File: src/rtl/reg_file.sv
// -----------------------------------------------------------------------------
// reg_file -- 31 x DATA_W general-purpose register file with a post-reset
// clear sweep.
//
// After reset the block walks x1..x[CLR_LAST], writing one register to zero per
// clock. It holds busy high during the walk so the core can stall. Once the walk
// finishes the block serves two combinational read ports and one write port.
// x0 has no storage and always reads zero.
//
// Optional feature (compile-time macro REGFILE_BYPASS_EN):
//   When defined, a write issued in the current cycle is forwarded to any read
//   port addressing the same register. Without it, a read returns the stored
//   (pre-write) value until the write edge.
//
// Ports
//   clk       in   single clock, rising edge
//   nrst      in   synchronous active-low reset
//   rs1_addr  in   read port 1 register index
//   rs2_addr  in   read port 2 register index
//   rs1       out  read port 1 data (ALU operand A)
//   rs2       out  read port 2 data (ALU operand B)
//   reg_wr    in   writeback enable
//   rd_addr   in   writeback register index
//   rd_data   in   writeback data
//   busy      out  high while the clear sweep runs
// -----------------------------------------------------------------------------
module reg_file #(
    parameter int DATA_W   = 32,
    parameter int CLR_LAST = 31
) (
    input  logic              clk,
    input  logic              nrst,
    input  logic [4:0]        rs1_addr,
    input  logic [4:0]        rs2_addr,
    output logic [DATA_W-1:0] rs1,
    output logic [DATA_W-1:0] rs2,
    input  logic              reg_wr,
    input  logic [4:0]        rd_addr,
    input  logic [DATA_W-1:0] rd_data,
    output logic              busy
);

    localparam logic [4:0] CLR_LAST_IDX = 5'(CLR_LAST);

    typedef enum logic {
        CLEAR = 1'b0,
        RUN   = 1'b1
    } state_t;

    state_t            state, state_nxt;
    logic [4:0]        clr_idx, clr_idx_nxt;
    logic              clr_en;
    logic              wr_en;

    // x0 is hardwired to zero, so storage starts at index 1.
    logic [DATA_W-1:0] regs [1:31];

    // Control state: only the FSM and sweep pointer are reset.
    always_ff @(posedge clk) begin
        if (!nrst) begin
            state   <= CLEAR;
            clr_idx <= 5'd1;
        end else begin
            state   <= state_nxt;
            clr_idx <= clr_idx_nxt;
        end
    end

    always_comb begin
        state_nxt   = state;
        clr_idx_nxt = clr_idx;
        busy        = 1'b0;
        clr_en      = 1'b0;
        wr_en       = 1'b0;
        case (state)
            CLEAR: begin
                busy   = 1'b1;
                clr_en = 1'b1;
                // The pointer stops at the last index; leaving CLEAR there
                // keeps it from ever wrapping.
                if (clr_idx == CLR_LAST_IDX) begin
                    state_nxt = RUN;
                end else begin
                    clr_idx_nxt = clr_idx + 5'd1;
                end
            end
            RUN: begin
                wr_en = reg_wr && (rd_addr != 5'd0);
            end
            default: begin
                state_nxt = CLEAR;
            end
        endcase
    end

    // Register contents change only through the sweep or a writeback. Reset
    // does not clear them directly, but it suppresses any write in the same
    // cycle, so a reset in RUN discards that cycle's writeback.
    always_ff @(posedge clk) begin
        if (nrst) begin
            if (clr_en) begin
                regs[clr_idx] <= '0;
            end else if (wr_en) begin
                regs[rd_addr] <= rd_data;
            end
        end
    end

    always_comb begin
        rs1 = '0;
        rs2 = '0;
        if (state == RUN) begin
            if (rs1_addr != 5'd0) rs1 = regs[rs1_addr];
            if (rs2_addr != 5'd0) rs2 = regs[rs2_addr];
        end
`ifdef REGFILE_BYPASS_EN
        // wr_en already implies RUN and a non-zero destination.
        if (wr_en && (rs1_addr == rd_addr)) rs1 = rd_data;
        if (wr_en && (rs2_addr == rd_addr)) rs2 = rd_data;
`else
`endif
    end

endmodule

File: config.mk
export PLATFORM = sky130hd
export DESIGN_NAME = reg_file
export DESIGN_NICKNAME = d
export VERILOG_FILES = /design/src/rtl/reg_file.sv
export SDC_FILE = /design/constraint.sdc
export NUM_CORES = 1
export LEC_CHECK = 0
export ABC_AREA = 1
export BUFFER_PORTS_ARGS = -buffer_cell sky130_fd_sc_hd__clkbuf_2
export CAP_MARGIN = 30
export CELL_PAD_IN_SITES_DETAIL_PLACEMENT = 0
export CELL_PAD_IN_SITES_GLOBAL_PLACEMENT = 1
export CORE_UTILIZATION = 40
export DETAILED_ROUTE_END_ITERATION = 10
export PLACE_DENSITY_LB_ADDON = 0.1
export SLEW_MARGIN = 10
export SYNTH_ARGS = -nofsm -noshare
export SYNTH_HDL_FRONTEND = slang
export SYNTH_SLANG_ARGS = --single-unit
File: constraint.sdc
create_clock -name clk -period 5.2 [get_ports clk]
set_clock_uncertainty 0.15 [all_clocks]
set_input_delay 0.52 -clock clk [delete_from_list [all_inputs] [get_ports clk]]
set_output_delay 0.52 -clock clk [all_outputs]
set_load 0.005 [all_outputs]
---- Word level (Yosys, flattened, before mapping) ----
Memories as Yosys holds them, arrays and structs flattened.
Cells that the tools add are included.
word-level totals
  logic and storage cells ................. 30
  memory bits (read-only) ................. 0
  memories ................................ 1
  bits in registers ....................... 6
  output and inout bits ................... 65
  RAM bits ................................ 992
  latch bits .............................. 0
  input bits .............................. 50
cells by class
  add/subtract/negate cells ............... 1
  shift-type cells ........................ 0
  bitwise logic cells ..................... 2
  div/mod/pow operators ................... 0
  $mul .................................... 0
  muxes and demuxes ....................... 17
  equal/unequal tests ..................... 1
  magnitude comparators ................... 0
  reduce and logical (&&, ||, !) cells .... 6
memories
  memory  words  bits a word  read ports  clocked after memory_dff  write ports  line  text
  regs    31     32           2           0                         1            56    logic [DATA_W-1:0] regs [1:31];
operators with widths
  operator             count
  $mux 32              5
  $reduce_or 32->1     1
  $reduce_bool 5->1    3
  $mux 1               11
  $add 5x1->5 const B  1
  $eq 5x5->1 const B   1
  $mux 5               1
  $not 1->1            2
  $reduce_and 2->1     1
  $logic_and 1x1->1    1

---- Longest topological paths before layout ----
  depth in word-level cells ............... 9
  depth in mapped cells ................... 12
  depth with buffers taken out ............ 9

---- Worst setup path before layout ----
OpenSTA, ideal clock, no wires.
  path type ............................... input to register
  start ................................... input rd_addr[1]
  end ..................................... memory regs[20][0], enable pin
  slack ................................... 1.920 ns
  buffers on the path ..................... 1
  library setup time ...................... 0.421 ns
  data arrival time ....................... 2.709 ns
  stages on the path ...................... 8
  path through ............................ nor2_1 -> nand4_1 -> nand2_2 -> buf_6 -> o21ai_1 -> nor2_2 -> nand2_1 -> nor2_1
between the ends
  longest elaborated chain between the ends .. 9
  elaborated cells on any way between the ends .. 10
RTL lines
  element                                            line  text
  start, declared                                    38    input logic [4:0] rd_addr,
  $reduce_bool 5->1                                  88    wr_en = reg_wr && (rd_addr != 5'd0);
  $logic_and 1x1->1                                  88
  $mux 1                                             75    case (state)
  $mux 1                                             103   end else if (wr_en) begin
  $mux 1                                             101   if (clr_en) begin
  $mux 1                                             100   if (nrst) begin
  $mux 1 (implied by the code)                       104   regs[rd_addr] <= rd_data;
  $reduce_or 32->1 (no source line)                  n/a
  $mux 5 (no source line) or $mux 1 (tied branches)  n/a
  end, declared                                      56
Parallel ways exist; a longest one is shown, timed or not.

---- Final worst setup path ----
  start ................................... input rs2_addr[1]
  end ..................................... output rs2[13]
between the ends
  longest elaborated chain between the ends .. 3
  elaborated cells on any way between the ends .. 4
RTL lines
  element                                             line  text
  start, declared                                     34    input logic [4:0] rs2_addr,
  $mem_v2 31x32 or $reduce_bool 5->1 (tied branches)  n/a
  $mux 32 (*)                                         114   if (rs2_addr != 5'd0) rs2 = regs[rs2_addr];
  $mux 32 (*)                                         112   if (state == RUN) begin
  end, declared                                       36    output logic [DATA_W-1:0] rs2,
Every way passes the cells marked *; elsewhere a longest branch is shown, timed or not.

==> metrics.txt <==
status=finished clean; most frequent cells in the layout=nand2_1, nand3_1, edfxtp_1; slowest CP cell=inv_8; Final period util=0.764; peak supply drop=256 µV; Worst Hold Depth=3; unrepaired setup endpoints after global routing=no; R2R setup slack=1.66 ns; initial antenna violation count=8; Final setup viols=0; Die Area=135000 µm²; nets=6558; Detail Route Antenna Nets=0; drt first pass iters=6; HP Class=input pin to flop; I/O pins=115; gpl congestion=0.837; Unique masters post-synth=21; f_max=252 MHz; Placed Cells=8140; reg-to-reg endpoint=regs[4][17]; CP peak stage delay=0.70 ns; Synthesized Nets=6595; initial DRC count=5447; H-tree levels=3; CP delay by family, top=buffers and inverters; layout cells sized above 1=0.0786; Period minus WS final=3.97 ns; area occupied by multi-input gates=18400 µm²; commonest non-fill, non-tap cell in the layout=nand2_1; MaxCap Viol Count=0; Clk pin slew, worst setup/hold paths=0.05 ns; fin. max-slew vios=0; FF+latch count, synth=998; Initial Utilization=0.405; Final Non-Filler Cells=8360; worst r2r path cells=7; Fill cells=13000; row count=133; warnings from Yosys=0; GRT overflow=0; Startpoint Class=input pin; Buffers & Inverters on Critical Path=4; largest net degree at the start of global routing=119; clk root buf=clkbuf_16; Worst setup EP type=output port; Syn Std Cell Area=53500 µm²; FF+latch area=29900 µm²; Hold Startpoint=rd_data[7]; detailed-route via count=45800; Die Span Y=368 µm; first-pass GRT wire length=305000 µm; Slew Limit Headroom=0.348; number of global-route vias before repair=43600; Die Span X=368 µm; worst-margin pin slew=0.977 ns; Final Hold Viols=0; total core area=132000 µm²; Area contributors post-synth=edfxtp_1, nand2_1, nand3_1, inv_1, buf_2; Pwr Total=18.7 mW; Post-CTS Resized=0; Sink Count=998; kind of critical path=input pin to output port; crit path DAT=3.30 ns; clk_lat worst skew=0.73 ns; Syn Area/Cell=8.17 µm²; total CTS buffers=118; Pleak=26.4 nW; CP most frequent cell=nand3_1; via-per-instance ratio=5.48; cells after synthesis=6543; largest area contributor in the netlist=edfxtp_1; pwr/cell area=312 nW/µm²; CP required=4.53 ns; area delta synth->final=12.1%; DRC viols=0; Detailed Place HPWL=117000 µm; RR Startpoint=state; routed length per instance=25.1 µm; final WL=210000 µm; setup tns final=0 ns; Hold EP=regs[3][7]; clock tree from TritonCTS=done; total track usage=0.307; crit-path max FO=104; Fin Hold WS=0.162 ns; Seq/Total Area, Yosys=0.559; share of Yosys cell area claimed by the top area cell type=0.557; Cell Chain, Critical Path=buf_8, inv_8, buf_4, nand3_1, nand3_1, nand3_1, nand2_1, nor2_1, nor2_1, clkbuf_2; port bufs=114; deepest clock path buffer count=3
## metrics by stage
| step | worst slack (ns) | utilization | area [µm²] |
|---|---|---|---|
| 2_1_floorplan | 1.92 | - | 53500 |
| 3_3_place_gp | 1.31 | 0.425 | 56200 |
| 3_5_place_dp | 1.31 | 0.425 | 56200 |
| 4_1_cts | 1.32 | 0.454 | 60000 |
| 5_1_grt | 1.22 | 0.454 | 60000 |
| 6_report | 1.23 | 0.454 | 60000 |
## area by class of cell
cell class              instances  share of cell area
well taps                    1755              0.0366
repair buffers                279              0.0382
clock buffers                 148              0.0530
multi-input cells            4219               0.307
clock inverters                70             0.00960
diodes                          1           0.0000417
flip-flops and latches        998               0.499
inverters                     890              0.0565
## layer usage
metal	share of wire	GRT usage	vias up
li1	-	-	21200
met1	0.44	0.441	22200
met2	0.45	0.474	2056
met5	0.00026	0	-
met3	0.076	0.0404	349
met4	0.037	0.108	8
## synth_stat cells, drive strengths merged
| library cell | n |
|---|---|
| nand2 | 2259 |
| nand3 | 1606 |
| edfxtp | 992 |
| inv | 888 |
| buf | 360 |
| nor2 | 201 |
| a21oi | 132 |
| clkbuf | 76 |
| o21ai | 12 |
| dfxtp | 6 |
| nand4 | 4 |
| nor3 | 3 |
| clkinv | 2 |
| ha | 2 |
## flip-flops by register name, indices dropped and copies added, names as in the netlist
| register | cells |
|---|---|
| clr_idx | 5 |
| regs | 992 |
| state | 1 |
## cell families (layout without fill, tap and decap cells)
family	Yosys count	in the layout	share of synthesized area
AO/OA/AOI/OAI	144	144	0.0135
adder cells (fa/ha/maj)	2	2	0.000468
buffers and inverters	1326	1387	0.103
flip-flops	998	998	0.559
other	0	1	0
AND/OR/NAND/NOR	4073	4073	0.324
## worst reg2reg max path, delay by kind of cell, from the launching register on
kind,cells,cell delay (ns)
DFF,1,0.49
and+or+nand+nor,5,1.59
AOI/OAI and AO/OA,1,0.35
buffers and inverters,1,0.56
## worst max-delay path by stage
stage	slack [ns]	endpoint	cells after the start	startpoint
2_1_floorplan	1.92	regs[20][0]	8	rd_addr[1]
3_3_place_gp	1.31	rs2[13]	10	rs2_addr[1]
3_5_place_dp	1.31	rs2[13]	10	rs2_addr[1]
4_1_cts	1.32	rs2[13]	10	rs2_addr[1]
5_1_grt	1.22	rs1[13]	11	rs1_addr[0]
6_report	1.23	rs2[13]	10	rs2_addr[1]
## report_power, final
group	total (mW)	switching (mW)	internal [mW]
Combinational	1.69	1.25	0.432
Sequential	8.82	0.0258	8.79
Clock	8.21	3.52	4.69
Total	18.7	4.80	13.9
## timing repair
item / CTS / global route
setup buffers: 0 / 0
endpoints found under the hold margin: 4 / 0
hold buffers: 1 / 0
Note: power is estimated with default switching activity, not from simulation.
